File: src/rtl/array_7_arbiter_if.sv
// rtl/array_7_arbiter_if.sv - request/response bus shared by the two array clients
//
// Purpose: bundles the per-requester request handshake, write payload and the
//          read response of both clients into one bus.
// Ports (per requester i = 0..1, packed by index):
//   req_valid[i]  client -> arbiter  request valid
//   req_ready[i]  arbiter -> client  request accepted when valid && ready
//   req_write[i]  client -> arbiter  1 = masked write, 0 = read
//   req_addr[i]   client -> arbiter  entry address
//   req_wdata[i]  client -> arbiter  write data
//   req_wmask[i]  client -> arbiter  per-bit write enable
//   resp_valid[i] arbiter -> client  one-cycle read data valid pulse
//   resp_rdata    arbiter -> clients shared read data
interface array_7_arbiter_if #(
    parameter int ADDR_W = 7,
    parameter int DATA_W = 216
) ();
    logic [1:0]             req_valid;
    logic [1:0]             req_ready;
    logic [1:0]             req_write;
    logic [1:0][ADDR_W-1:0] req_addr;
    logic [1:0][DATA_W-1:0] req_wdata;
    logic [1:0][DATA_W-1:0] req_wmask;
    logic [1:0]             resp_valid;
    logic [DATA_W-1:0]      resp_rdata;

    modport master (
        output req_valid, req_write, req_addr, req_wdata, req_wmask,
        input  req_ready, resp_valid, resp_rdata
    );

    modport slave (
        input  req_valid, req_write, req_addr, req_wdata, req_wmask,
        output req_ready, resp_valid, resp_rdata
    );
endinterface

File: src/rtl/array_7_arbiter.sv
// rtl/array_7_arbiter.sv - two-requester round-robin arbiter and clear sequencer for the array
//
// Purpose: clears every array entry after reset or flush, then shares the single
//          read/write array port between two requesters with round-robin priority.
//          Read data is returned one cycle after acceptance.
// Ports:
//   clock       rising-edge clock (also the array clock)
//   reset_n     asynchronous active-low reset
//   flush       one-cycle pulse; re-clear the whole array (ignored while clearing)
//   init_done   high while requests are being served
//   req_bus     request/response bus of both requesters (slave side)
//   sram_addr, sram_en, sram_wmode, sram_wmask, sram_wdata  array command port
//   sram_rdata  array read data, valid the cycle after a read enable
module array_7_arbiter #(
    parameter int DEPTH  = 128,
    parameter int ADDR_W = 7,
    parameter int DATA_W = 216
) (
    input  logic                clock,
    input  logic                reset_n,
    input  logic                flush,
    output logic                init_done,
    array_7_arbiter_if.slave    req_bus,
    output logic [ADDR_W-1:0]   sram_addr,
    output logic                sram_en,
    output logic                sram_wmode,
    output logic [DATA_W-1:0]   sram_wmask,
    output logic [DATA_W-1:0]   sram_wdata,
    input  logic [DATA_W-1:0]   sram_rdata
);

    typedef enum logic {ST_INIT, ST_RUN} state_t;

    state_t            state_q, state_d;
    logic [ADDR_W-1:0] cnt_q, cnt_d;
    logic              rr_q, rr_d;
    // One-hot id of the requester whose read was accepted last cycle.
    logic [1:0]        resp_q, resp_d;
    logic [1:0]        grant;
    logic              sel;

    always_ff @(posedge clock or negedge reset_n) begin
        if (!reset_n) begin
            state_q <= ST_INIT;
            cnt_q   <= '0;
            rr_q    <= 1'b0;
            resp_q  <= '0;
        end else begin
            state_q <= state_d;
            cnt_q   <= cnt_d;
            rr_q    <= rr_d;
            resp_q  <= resp_d;
        end
    end

    always_comb begin
        state_d    = state_q;
        cnt_d      = cnt_q;
        rr_d       = rr_q;
        resp_d     = '0;
        grant      = '0;
        sel        = 1'b0;
        sram_en    = 1'b0;
        sram_wmode = 1'b0;
        sram_addr  = cnt_q;
        sram_wmask = '0;
        sram_wdata = '0;

        case (state_q)
            ST_INIT: begin
                sram_en    = 1'b1;
                sram_wmode = 1'b1;
                sram_wmask = '1;
                cnt_d      = cnt_q + 1'b1;
                if (cnt_q == ADDR_W'(DEPTH - 1)) begin
                    state_d = ST_RUN;
                end
            end
            ST_RUN: begin
                // rr_q names the requester that wins a tie.
                grant[0] = req_bus.req_valid[0] & (~req_bus.req_valid[1] | ~rr_q);
                grant[1] = req_bus.req_valid[1] & (~req_bus.req_valid[0] |  rr_q);
                // On a tie the winner was rr_q, so the loser is its complement.
                if (&req_bus.req_valid) begin
                    rr_d = ~rr_q;
                end
                sel = grant[1];
                if (|grant) begin
                    sram_en    = 1'b1;
                    sram_wmode = req_bus.req_write[sel];
                    sram_addr  = req_bus.req_addr[sel];
                    sram_wmask = req_bus.req_wmask[sel];
                    sram_wdata = req_bus.req_wdata[sel];
                    if (!req_bus.req_write[sel]) begin
                        resp_d = grant;
                    end
                end
                // The access accepted alongside the flush still goes out above.
                if (flush) begin
                    state_d = ST_INIT;
                    cnt_d   = '0;
                end
            end
            default: begin
                state_d = ST_INIT;
                cnt_d   = '0;
            end
        endcase

        // The state register already holds INIT during reset; keep the array idle.
        if (!reset_n) begin
            sram_en = 1'b0;
            grant   = '0;
        end
    end

    assign req_bus.req_ready  = grant;
    assign req_bus.resp_valid = resp_q;
    assign req_bus.resp_rdata = sram_rdata;
    assign init_done          = (state_q == ST_RUN);

endmodule

File: src/flat_wrapper.sv
// flat-port wrapper written by rule: the top's interface ports become plain ports
module array_7_arbiter_flat 
#(
    parameter int DEPTH  = 128,
    parameter int ADDR_W = 7,
    parameter int DATA_W = 216
)
  (clock, reset_n, flush, init_done, sram_addr, sram_en, sram_wmode, sram_wmask, sram_wdata, sram_rdata, req_bus_req_valid, req_bus_req_write, req_bus_req_addr, req_bus_req_wdata, req_bus_req_wmask, req_bus_req_ready, req_bus_resp_valid, req_bus_resp_rdata);
  array_7_arbiter_if #(.ADDR_W(ADDR_W), .DATA_W(DATA_W)) req_bus_i ();
  input  logic clock;
  input  logic reset_n;
  input  logic flush;
  output logic init_done;
  output logic [ADDR_W-1:0] sram_addr;
  output logic sram_en;
  output logic sram_wmode;
  output logic [DATA_W-1:0] sram_wmask;
  output logic [DATA_W-1:0] sram_wdata;
  input  logic [DATA_W-1:0] sram_rdata;
  input wire logic [$bits(req_bus_i.req_valid)-1:0] req_bus_req_valid;
  input wire logic [$bits(req_bus_i.req_write)-1:0] req_bus_req_write;
  input wire logic [$bits(req_bus_i.req_addr)-1:0] req_bus_req_addr;
  input wire logic [$bits(req_bus_i.req_wdata)-1:0] req_bus_req_wdata;
  input wire logic [$bits(req_bus_i.req_wmask)-1:0] req_bus_req_wmask;
  output wire logic [$bits(req_bus_i.req_ready)-1:0] req_bus_req_ready;
  output wire logic [$bits(req_bus_i.resp_valid)-1:0] req_bus_resp_valid;
  output wire logic [$bits(req_bus_i.resp_rdata)-1:0] req_bus_resp_rdata;
  assign req_bus_i.req_valid = req_bus_req_valid;
  assign req_bus_i.req_write = req_bus_req_write;
  assign req_bus_i.req_addr = req_bus_req_addr;
  assign req_bus_i.req_wdata = req_bus_req_wdata;
  assign req_bus_i.req_wmask = req_bus_req_wmask;
  assign req_bus_req_ready = req_bus_i.req_ready;
  assign req_bus_resp_valid = req_bus_i.resp_valid;
  assign req_bus_resp_rdata = req_bus_i.resp_rdata;
  array_7_arbiter #(.DEPTH(DEPTH), .ADDR_W(ADDR_W), .DATA_W(DATA_W)) u_core (.clock(clock), .reset_n(reset_n), .flush(flush), .init_done(init_done), .req_bus(req_bus_i), .sram_addr(sram_addr), .sram_en(sram_en), .sram_wmode(sram_wmode), .sram_wmask(sram_wmask), .sram_wdata(sram_wdata), .sram_rdata(sram_rdata));
endmodule
File: config.mk
export PLATFORM = sky130hd
export DESIGN_NAME = array_7_arbiter_flat
export DESIGN_NICKNAME = d
export VERILOG_FILES = /design/src/rtl/array_7_arbiter_if.sv /design/src/rtl/array_7_arbiter.sv /design/src/flat_wrapper.sv
export SDC_FILE = /design/constraint.sdc
export NUM_CORES = 1
export LEC_CHECK = 0
export ABC_AREA = 1
export CAP_MARGIN = 20
export CELL_PAD_IN_SITES_DETAIL_PLACEMENT = 2
export CELL_PAD_IN_SITES_GLOBAL_PLACEMENT = 2
export CORE_AREA = 8 8 671 673
export CTS_BUF_LIST = sky130_fd_sc_hd__clkbuf_16
export CTS_CLUSTER_SIZE = 12
export DETAILED_ROUTE_END_ITERATION = 8
export DIE_AREA = 0 0 679 681
export PLACE_DENSITY = 0.41
export SETUP_SLACK_MARGIN = 0.02
export SLEW_MARGIN = 5
export SYNTH_ARGS = -nofsm -noshare
export SYNTH_HDL_FRONTEND = slang
export SYNTH_SLANG_ARGS = --single-unit
File: constraint.sdc
create_clock -name clock -period 1.9 [get_ports clock]
set_input_delay 0.38 -clock clock [delete_from_list [all_inputs] [get_ports clock]]
set_output_delay 0.38 -clock clock [all_outputs]
set_load 0.01 [all_outputs]
[Word-level counts from Yosys, hierarchy flattened]
Index checks and enable logic that the tools add are counted.
Storage, ports and cells
  bits of input ports: 1101
  register bits: 11
Operators by class
  mux-type cells: 29
  add/subtract/negate cells: 1
  bitwise operators: 8
  magnitude comparators: 1
  reduce and logical (&&, ||, !) cells: 2
  eq/ne operators: 2
Operators by type and width (number)
  216-bit 2-to-1 mux: 7
  216-bit case mux with 2 select lines: 1
  7-bit 2-to-1 mux: 5
  7-bit case mux with 2 select lines: 1
  2-bit 2-to-1 mux: 5
  7-bit by 1-bit adder with 7-bit output (second input constant): 1
  7-bit equality test (second input constant): 1
  1-bit 2-to-1 mux: 7
  1-bit case mux with 2 select lines: 3
  1-bit inverter: 4
  3-bit AND reduction: 1
  1-bit bitwise AND: 2
  1-bit by 2-bit less-than comparator with 1-bit output (second input constant): 1
  2-bit inequality test (second input constant): 1
  1-bit bitwise OR: 2
  2-bit OR reduction: 1

[Longest topological paths before layout]
  word-level depth: 8
  depth in mapped cells: 8

[Worst setup path after synthesis]
No wires, ideal clock.
  kind: flip-flop to output port
  start point: register u_core.state_q, in the netlist u_core.init_done
  end point: output sram_wdata[162]
  setup slack: 0.159 ns
  required time: 1.520 ns
  stages on the path, launching flop included: 8
  arrival time: 1.361 ns
  path buffers: 3
  path through: dfrtp_1 > buf_4 > inv_2 > nor2_4 > buf_2 > buf_2 > o21ai_0 > nor2_1
On the way
  word-level cells in the longest chain between the ends: 1
RTL lines
  start, declared: line array_7_arbiter.sv:34  | state_t state_q, state_d;
  start signal, assigned: line array_7_arbiter.sv:49  | state_q <= state_d;
  216-bit 2-to-1 mux: line array_7_arbiter.sv:69  | case (state_q)
  end, declared: line flat_wrapper.sv:18  | output logic [DATA_W-1:0] sram_wdata;
Every way passes these cells.

[Worst setup path after layout]
  start point: register u_core.rr_q
  end point: output sram_wdata[77]
On the way
  word-level cells in the longest chain between the ends: 6
RTL lines
  start, declared: line array_7_arbiter.sv:36  | logic rr_q, rr_d;
  start signal, assigned: line array_7_arbiter.sv:51  | rr_q <= rr_d;
  1-bit bitwise OR / 1-bit inverter (equally long branches): line array_7_arbiter.sv:82, array_7_arbiter.sv:81
  1-bit bitwise AND / 1-bit bitwise OR (equally long branches): line array_7_arbiter.sv:82, array_7_arbiter.sv:81
  216-bit 2-to-1 mux (not written as such) / 1-bit bitwise AND (equally long branches): line array_7_arbiter.sv:93, array_7_arbiter.sv:81
  216-bit 2-to-1 mux (not written as such) / 2-bit OR reduction (equally long branches): line array_7_arbiter.sv:93, array_7_arbiter.sv:88
  216-bit 2-to-1 mux (*): line array_7_arbiter.sv:88  | if (|grant) begin
  216-bit 2-to-1 mux (*): line array_7_arbiter.sv:69
Every way passes the cells marked *; elsewhere a longest branch is shown, timed or not. The select of a mux whose other input is x is not followed.

==> impl_metrics.ini <==
[worst_setup_path]
critical_path.max_fanout = 9
critPathCapture = sram_wdata[77]
cp-end-kind = primary output
worst_ep_arrival_time_ns = 2.25
startpoint = u_core.rr_q
rr_worst_depth = 9
worst-endpoint-required_ns = 1.52
r2r_start = u_core.rr_q
reg2reg_to = u_core.req_bus.resp_valid[0]
startpoint_type = flip-flop
reg2reg_slack_ns = 0.25
crit_type = flip-flop to primary output

[yosys]
synthesis.nets = 2911
yosysMostFrequentCell = nand3_1
synth.area.top_cells = nand3_1, buf_4, nor2_1, nand2_1, o21ai_0
synth_area_leader_cell = nand3_1
synthMuxAreaShare = 0
synth-compound-area-share = 0.1286
synth_area_um2 = 8864
syn-instance-count = 1809
ys_async_sr_fraction = 1.000
synth-simple-area-share = 0.5546
ys_seq_elements = 11
ys_top_cells_by_count = nand3_1, nor2_1, nand2_1, buf_4, o21ai_0
synth-edff-count = 0
postSynth.topFlopCell = dfrtp_1
synthAdderAreaFrac = 0.001412
synth_top_area_share = 0.2507
synthXorXnorAreaFrac = 0.001976
syn_area_per_cell_um2 = 4.900
synth_cell_types = 23
synth_top_family_by_area = simple AND/OR/NAND/NOR gates
yosysWarnings = 0
yosysSeqAreaShare = 0.03106

[drt]
wire_per_inst_um = 33.41
routed_wl_um = 301400
num_vias = 19840
drt_iter0_drc = 979
post_drt_via_cell_ratio = 2.199
post-route-drc-count = 0
first_pass_iters = 5
final_antenna_net_count = 0

[sta]
worst_slew_pin_slew_ns = 0.4987
max_freq_ghz = 0.3806
period_needed_ns = 2.627
relSlewSlack = 0.6675
setup_slack_ns = -0.7274
rsz0062_at_grt = yes
fin_crit_sh = 1.383
setup_violations = 444
tns_ns = -241.31
fin_skew_ns = 0.0007190
drv_slew = 0
hold_viol = 0

[clock_network]
numCtsBuffers = 3
clk_latency_ns = 0.24
htreeDepth = 1
ctsHoldBuffers = 0
tritoncts = done
clockBufferDepth = 2
cts-root-buf = clkbuf_16
cts_sinks = 11
path_clk_slew_ns = 0.04

[placed_design]
place.gp.congestion = 0.8976
place.port_buffers = 1330
place_area_um2 = 33460
dp_hpwl_um = 269500

[finish]
syn2layout_area_growth_pct = 333.6
drive_gt1_frac = 0.3809
fillers = 51760
final_area_um2 = 38430
nNetsFinal = 4340
multi_input_comb_area_um2 = 8103
register_area_um2 = 279.0

[pwr]
ir_worst_vdd_mv = 0.2808
power.density_nw_per_um2 = 364.6
p_leak_uw = 0.01306

[grt]
antenna_found_initial = 48
grt_pass1_wl_um = 340400
grt_util_all_layers = 0.1193
overflow = 0
grt_pass1_vias = 21620
grt_max_degree = 96

[run_status]
status = complete, but fails checks
violations = negative setup slack

[floorplan]
core-area_um2 = 439600
start_util = 0.02016
ios = 1763
die_h_um = 681
die_w_um = 679
die_area_um2 = 462400
fp-row-count = 244

[worst_hold_path]
hp-start = req_bus_req_valid[0]
holdCritPathClass = input port to flip-flop

[job]
max-cap-violations = 0
## routing by layer
layer | track usage | share of wire | vias to the layer above
met4 | 0.01956 | 0.023 | 12
met1 | 0.1153 | 0.33 | 9797
met5 | 0.006494 | 0.0016 | -
met2 | 0.2098 | 0.49 | 1192
li1 | - | - | 8600
met3 | 0.08390 | 0.15 | 241
## cell usage in the layout (no fill, tap or decap), types with 2 or more instances in the layout
master           instances
inv_2                    2
buf_8                   28
nor2_1                 279
o21ai_4                 24
nor2_2                  81
dlymetal6s2s_1           3
nand3_1                377
clkdlybuf4s50_1        891
o21ai_1                 56
dlygate4sd2_1           21
nor2_4                  83
clkdlybuf4s15_1          2
a21oi_1                  3
nand2_1                238
inv_1                   25
bufbuf_16                3
diode_2                  4
buf_2                   12
buf_12                 403
clkbuf_2                 9
buf_6                   95
dfrtp_1                 10
clkbuf_16               32
nand2_2                  9
buf_4                  272
clkdlybuf4s15_2         12
o21ai_0                 91
nand2_4                 16
o21ai_2                 52
nand3_4                 30
nand2_8                  2
buf_16                  29
nand3_2                 37
nand3b_1                 2
## power breakdown
part	switching (uW)	total, uW	internal [uW]
Sequential	123	449	326
Clock	111	388	277
Combinational	6890	13200	6280
## sequential cells by signal, summed over array words and instances (netlist names)
name                       cells
u_core.cnt_q                   7
u_core.init_done               1
u_core.rr_q                    1
u_core.req_bus.resp_valid      2
## worst min path at each step
stage | end | slack (ns) | cells after the start
5_1_grt | u_core.rr_q | 0.48 | 3
4_1_cts | u_core.rr_q | 0.45 | 3
6_report | u_core.rr_q | 0.47 | 3
2_1_floorplan | u_core.cnt_q[0] | 0.08 | 0
3_3_place_gp | u_core.cnt_q[6] | 0.56 | 2
3_5_place_dp | u_core.cnt_q[0] | 0.57 | 1
## what timing repair did
action	4_1_cts	5_1_grt
gates cloned	20	33
pin swaps	48	112
gates resized for setup	419	598
setup endpoints to repair	446	444
buffers inserted	50	60
endpoints found under the hold margin	0	0
## area by class of cell
class                      instances  area share
timing repair buffer            1809      0.5887
multi-input combinational       1386      0.2108
antenna                            4   0.0002605
clock inverter                     1  0.00009768
inverter                          27    0.002702
sequential                        11    0.007261
tap                             5781      0.1882
clock buffer                       3    0.001954
## kinds of logic after synthesis
group,count (synthesis)
flip-flops,11
AND/OR/NAND/NOR,1156
adder cells (fa/ha/maj),1
buffers and inverters,412
AO/OA/AOI/OAI,227
XOR/XNOR,2
## critical path, cell delays in order (launching register included)
cell and delay (ns):
dfrtp_1 0.41, inv_2 0.10, nand2_4 0.07, nand2_8 0.11, buf_12 0.13, buf_16 0.16, buf_16 0.21, buf_12 0.16
nor2_1 0.05, nor2_2 0.22, buf_4 0.18, buf_12 0.10
## metrics by stage
| step | setup WS [ns] | cells | utilization | hold slack [ns] | power [uW] |
|---|---|---|---|---|---|
| floorplan | 0.1589 | 1809 | - | 0.08441 | 3457 |
| global placement | -2.006 | 8884 | 0.07612 | 0.5649 | 10720 |
| detailed placement | -1.990 | 8884 | 0.07612 | 0.5679 | 10730 |
| CTS | -0.8158 | 8955 | 0.08123 | 0.4508 | 12490 |
| global route | -0.7916 | 9019 | 0.08740 | 0.4842 | 14930 |
| finish | -0.7274 | 9022 | 0.08741 | 0.4747 | 14010 |
Note: power is estimated with default switching activity, not from simulation.
